**src/rtl/keccak_squeeze.sv**
```systemverilog
// keccak_squeeze: output side of the Keccak sponge.
// Latches a full 1600-bit permuted state, streams its rate lanes as 64-bit
// words over valid/ready, and requests another permutation whenever the
// rate is exhausted while output words are still owed (SHA3 / SHAKE).
module keccak_squeeze #(
    parameter int RATE_LANES = 17,
    parameter int LEN_W      = 16
) (
    input  logic             clk,
    input  logic             rst_n,
    input  logic             start,
    input  logic [LEN_W-1:0] out_words,
    output logic             busy,
    input  logic             st_valid,
    output logic             st_ready,
    input  logic [1599:0]    st_data,
    output logic             perm_req,
    output logic             out_valid,
    input  logic             out_ready,
    output logic [63:0]      out_data,
    output logic             out_last,
    output logic             done
);

    localparam logic [1:0] S_IDLE    = 2'd0;
    localparam logic [1:0] S_WAIT_ST = 2'd1;
    localparam logic [1:0] S_EMIT    = 2'd2;

    localparam logic [4:0]       LAST_IDX = 5'(RATE_LANES - 1);
    localparam logic [LEN_W-1:0] REM_ONE  = LEN_W'(1);
    localparam logic [LEN_W-1:0] REM_TWO  = LEN_W'(2);

    logic [1:0]       fsm;
    logic [1599:0]    lanes;
    logic [4:0]       idx;
    logic [LEN_W-1:0] rem;

    logic             out_hs;
    logic [4:0]       idx_inc;
    logic [63:0]      next_lane;

    assign busy     = (fsm != S_IDLE);
    assign st_ready = (fsm == S_WAIT_ST);
    assign out_hs   = out_valid & out_ready;
    assign idx_inc  = idx + 5'd1;

    // Next lane to present after a handshake; only used while idx_inc is inside the rate.
    assign next_lane = lanes[{idx_inc, 6'd0} +: 64];

    // Capture the permuted state on the state handshake; deliberately not reset.
    always_ff @(posedge clk) begin
        if (fsm == S_WAIT_ST && st_valid) begin
            lanes <= st_data;
        end
    end

    // Squeeze sequencer: request intake, state wait, word emission and pulses.
    always_ff @(posedge clk) begin
        if (!rst_n) begin
            fsm       <= S_IDLE;
            idx       <= '0;
            rem       <= '0;
            perm_req  <= 1'b0;
            out_valid <= 1'b0;
            out_data  <= '0;
            out_last  <= 1'b0;
            done      <= 1'b0;
        end else begin
            perm_req <= 1'b0;
            done     <= 1'b0;
            case (fsm)
                S_IDLE: begin
                    if (start) begin
                        if (out_words != '0) begin
                            rem <= out_words;
                            fsm <= S_WAIT_ST;
                        end else begin
                            done <= 1'b1;
                        end
                    end
                end
                S_WAIT_ST: begin
                    if (st_valid) begin
                        idx       <= '0;
                        out_valid <= 1'b1;
                        out_data  <= st_data[63:0];
                        out_last  <= (rem == REM_ONE);
                        fsm       <= S_EMIT;
                    end
                end
                S_EMIT: begin
                    if (out_hs) begin
                        rem <= rem - REM_ONE;
                        if (rem == REM_ONE) begin
                            idx       <= idx_inc;
                            out_valid <= 1'b0;
                            out_last  <= 1'b0;
                            done      <= 1'b1;
                            fsm       <= S_IDLE;
                        end else if (idx == LAST_IDX) begin
                            idx       <= '0;
                            out_valid <= 1'b0;
                            out_last  <= 1'b0;
                            perm_req  <= 1'b1;
                            fsm       <= S_WAIT_ST;
                        end else begin
                            idx       <= idx_inc;
                            out_data  <= next_lane;
                            out_last  <= (rem == REM_TWO);
                        end
                    end
                end
                default: begin
                    fsm <= S_IDLE;
                end
            endcase
        end
    end

endmodule
```
**config.mk**
```make
export PLATFORM = sky130hd
export DESIGN_NAME = keccak_squeeze
export DESIGN_NICKNAME = d
export VERILOG_FILES = /design/src/rtl/keccak_squeeze.sv
export SDC_FILE = /design/constraint.sdc
export NUM_CORES = 2
export LEC_CHECK = 0
export CAP_MARGIN = 20
export CORE_AREA = 2 2 651 653
export CTS_CLUSTER_DIAMETER = 200
export DETAILED_ROUTE_END_ITERATION = 6
export DIE_AREA = 0 0 653 655
export HOLD_SLACK_MARGIN = 0.12
export MAX_ROUTING_LAYER = met4
export SYNTH_ARGS = -nofsm -noshare
export SYNTH_HDL_FRONTEND = slang
export SYNTH_SLANG_ARGS = --single-unit
```
**constraint.sdc**
```tcl
create_clock -name clk -period 74.6 [get_ports clk]
set_input_delay 11.19 -clock clk [delete_from_list [all_inputs] [get_ports clk]]
set_output_delay 11.19 -clock clk [all_outputs]
set_load 0.01 [all_outputs]
```
==> out/qor.txt <==
Run status: finished, final reports clean
Max-slew violation count: 0
Data required time of the worst path: 75.09 ns
HPWL after DPL: 273000 um
Layout Nets: 6798
Synth Cell Area: 0.0653 mm2
Area leader, netlist: edfxtp_1
Synthesis-to-finish area growth: 47.1%
Initial antenna violation count: 204
Maxcap violations: 0
CP Class: in2reg
Period utilisation layout: 0.232
Register area share after synthesis: 0.763
Count of routing violations after the opening detailed-route iteration: 4749
CP Max Fanout: 160
Vias: 43200
DP Worst Slack: 56.48 ns
First-pass GRT wire length: 431000 um
DRC: 0
Main flop type after synthesis: edfxtp_1
Final WL: 344000 um
Post-route antenna net violation count: 0
First-pass DRT Iterations: 6
Worst Path Arrival: 17.78 ns
Post-Syn Instances: 3388
Post CTS Setup Buffer Count: 0
Largest net degree at the start of global routing: 171
CORE AREA: 0.422 mm2
Rel. slew slack: 0.237
Syn_nets: 5014
GPL Wtd Cong: 0.904
Leak Pwr: 29.3 nW
Cts repair resizes: 0
Die Span Y: 655 um
Fin Clk Skew: 0.0376 ns
Crit. End Element: register
Worst-Skew Late Latency: 0.90 ns
Clock transition at path regs: 0.06 ns
Setup-failing EPs final: 0
Synth cell types: 64
RSZ-0062 raised after global routing: no
Die W: 653 um
Layout cells sized above 1: 0.131
TritonCTS clock tree: built
CTS Hold Bufs: 0
Syn. warnings: 0
Clk root buf: clkbuf_16
Post-synth top area share: 0.735
Post-synth EDFFs: 1600
Final Hold Fails: 0
Port Buffers: 1690
Final WS setup: 57.30 ns
CTS buffer count: 200
CTS H-tree lvls: 4
Worst-margin pin slew: 1.14 ns
Full die area: 0.428 mm2
Area contributors post-synth: edfxtp_1 74%, mux4_2 8.9%, mux2i_1 3.9%
# rows: 239
Final min period: 17.30 ns
FF+latch count, synth: 1691
Worst IR Drop VDD: 0.0181 mV
Fillers: 43800
Critical Path Start Type: input pin
Max Fclk: 0.0578 GHz
Hold/Removal Path Class: reg2reg
Gr usage total: 0.157
Overflow after GRT: 0
Post-Route Setup TNS: 0 ns
PwrDens: 23.8 mW/mm2
Fin cells: 11000
Final core utilization: 0.228
Async set-reset flop share out of synthesis: 0
CTS sink count: 1691
Placed cell count: 10500
Number of global-route vias before repair: 43200
Worst Hold Slack: 0.474 ns
Initial Util: 0.155
Average vias per placed instance: 3.92
Post-Synthesis Mean Instance Area: 19.3 um2
I/O Pins: 1691
Wirelength per Cell: 31.2 um
CTS Buffer Depth: 4
[area by class of cell]
type	count	area, um2	area share
Sequential cell	1691	49900	0.519
Clock buffer	268	5470	0.0570
Inverter	8	30.0	0.000312
Tap cell	5543	6940	0.0722
Timing Repair Buffer	1798	17900	0.186
Antenna cell	148	370	0.00385
Multi-Input combinational cell	1473	14600	0.152
Clock inverter	99	963	0.0100
[metal layers]
| layer | vias to the layer above | wire [um] | track usage |
|---|---|---|---|
| met5 | - | 0 | - |
| met4 | 0 | 14600 | 0.0649 |
| met3 | 564 | 27700 | 0.0399 |
| met2 | 2638 | 172000 | 0.263 |
| met1 | 22300 | 130000 | 0.178 |
| li1 | 17700 | - | - |
[kinds of logic (layout without fill, tap and decap cells)]
group / after synthesis / in the layout / synth area share
flops: 1691 / 1691 / 0.763
compound gates: 522 / 522 / 0.0581
mux: 511 / 511 / 0.128
simple gates: 427 / 427 / 0.0325
buf+inv: 224 / 2173 / 0.0163
xor+xnor: 8 / 8 / 0.00119
fa+ha+maj: 5 / 5 / 0.000957
other cells: 0 / 148 / 0
[worst paths after layout]
path / start / end / slack [ns] / cells after the start
setup reg to reg: fsm[1]$_SDFFE_PN0P_ / lanes[798]$_DFFE_PP_ / 67.08 / 9
hold / removal: rem[7]$_SDFFE_PN0P_ / rem[7]$_SDFFE_PN0P_ / 0.47 / 2
setup / recovery: st_valid / lanes[798]$_DFFE_PP_ / 57.30 / 9
hold reg to reg: rem[7]$_SDFFE_PN0P_ / rem[7]$_SDFFE_PN0P_ / 0.47 / 2
[where the power goes]
part	internal, W	switching, W	total, W
Clock	0.000560	0.000422	0.000981
Combinational	0.000101	0.0000842	0.000186
Sequential	0.00110	0.0000184	0.00112
Total	0.00176	0.000524	0.00228
[flip-flops by register name, summed over array words and instances (netlist names)]
signal / flops
lanes: 1600
out_data: 64
rem: 16
idx: 5
fsm: 2
done: 1
out_last: 1
out_valid: 1
perm_req: 1
[cell usage in the layout (no fill, tap or decap), types with 9 or more instances in the layout]
cell and instances:
diode_2 148, buf_4 95, nor3_1 9, o21ai_0 30, dfxtp_1 90, a22oi_1 127, mux4_2 258, o21ai_1 55
a31oi_1 131, a2111oi_0 48, bufinv_16 12, clkinvlp_4 18, clkinv_2 26, nor2_1 30, nand3_1 9, clkbuf_16 203
inv_6 12, a2111oi_2 9, clkbuf_1 50, nand2_1 203, nor2b_1 131, edfxtp_1 1600, mux2i_1 253, clkinv_1 22
clkdlybuf4s50_1 1689, a21oi_1 17, a311o_1 63, clkbuf_8 15
[metrics by stage]
stage	area, um2	power, W
after floorplan	65300	0.00127
after global placement	89200	0.00132
after CTS	95700	0.00231
after detailed placement	89200	0.00132
after global routing	96100	0.00235
final	96100	0.00228
[synth_stat cells (all sizes together), types with 10 or more instances]
cell,n
nor2b,132
nor3,11
a31oi,132
nor2,34
clkbuf,117
a311o,63
o21ai,86
nor4,10
a22oi,127
mux4,258
buf,99
nand2,203
edfxtp,1600
a21oi,18
dfxtp,91
mux2i,253
a2111oi,64
[critical path, cell delays in order]
cell             delay, ns
clkdlybuf4s50_1       0.54
and3_4                0.43
buf_4                 0.61
buf_12                0.56
buf_4                 0.87
buf_4                 0.64
buf_4                 0.63
buf_4                 0.76
buf_4                 0.91
No activity file was read; power rests on OpenSTA's default activity.
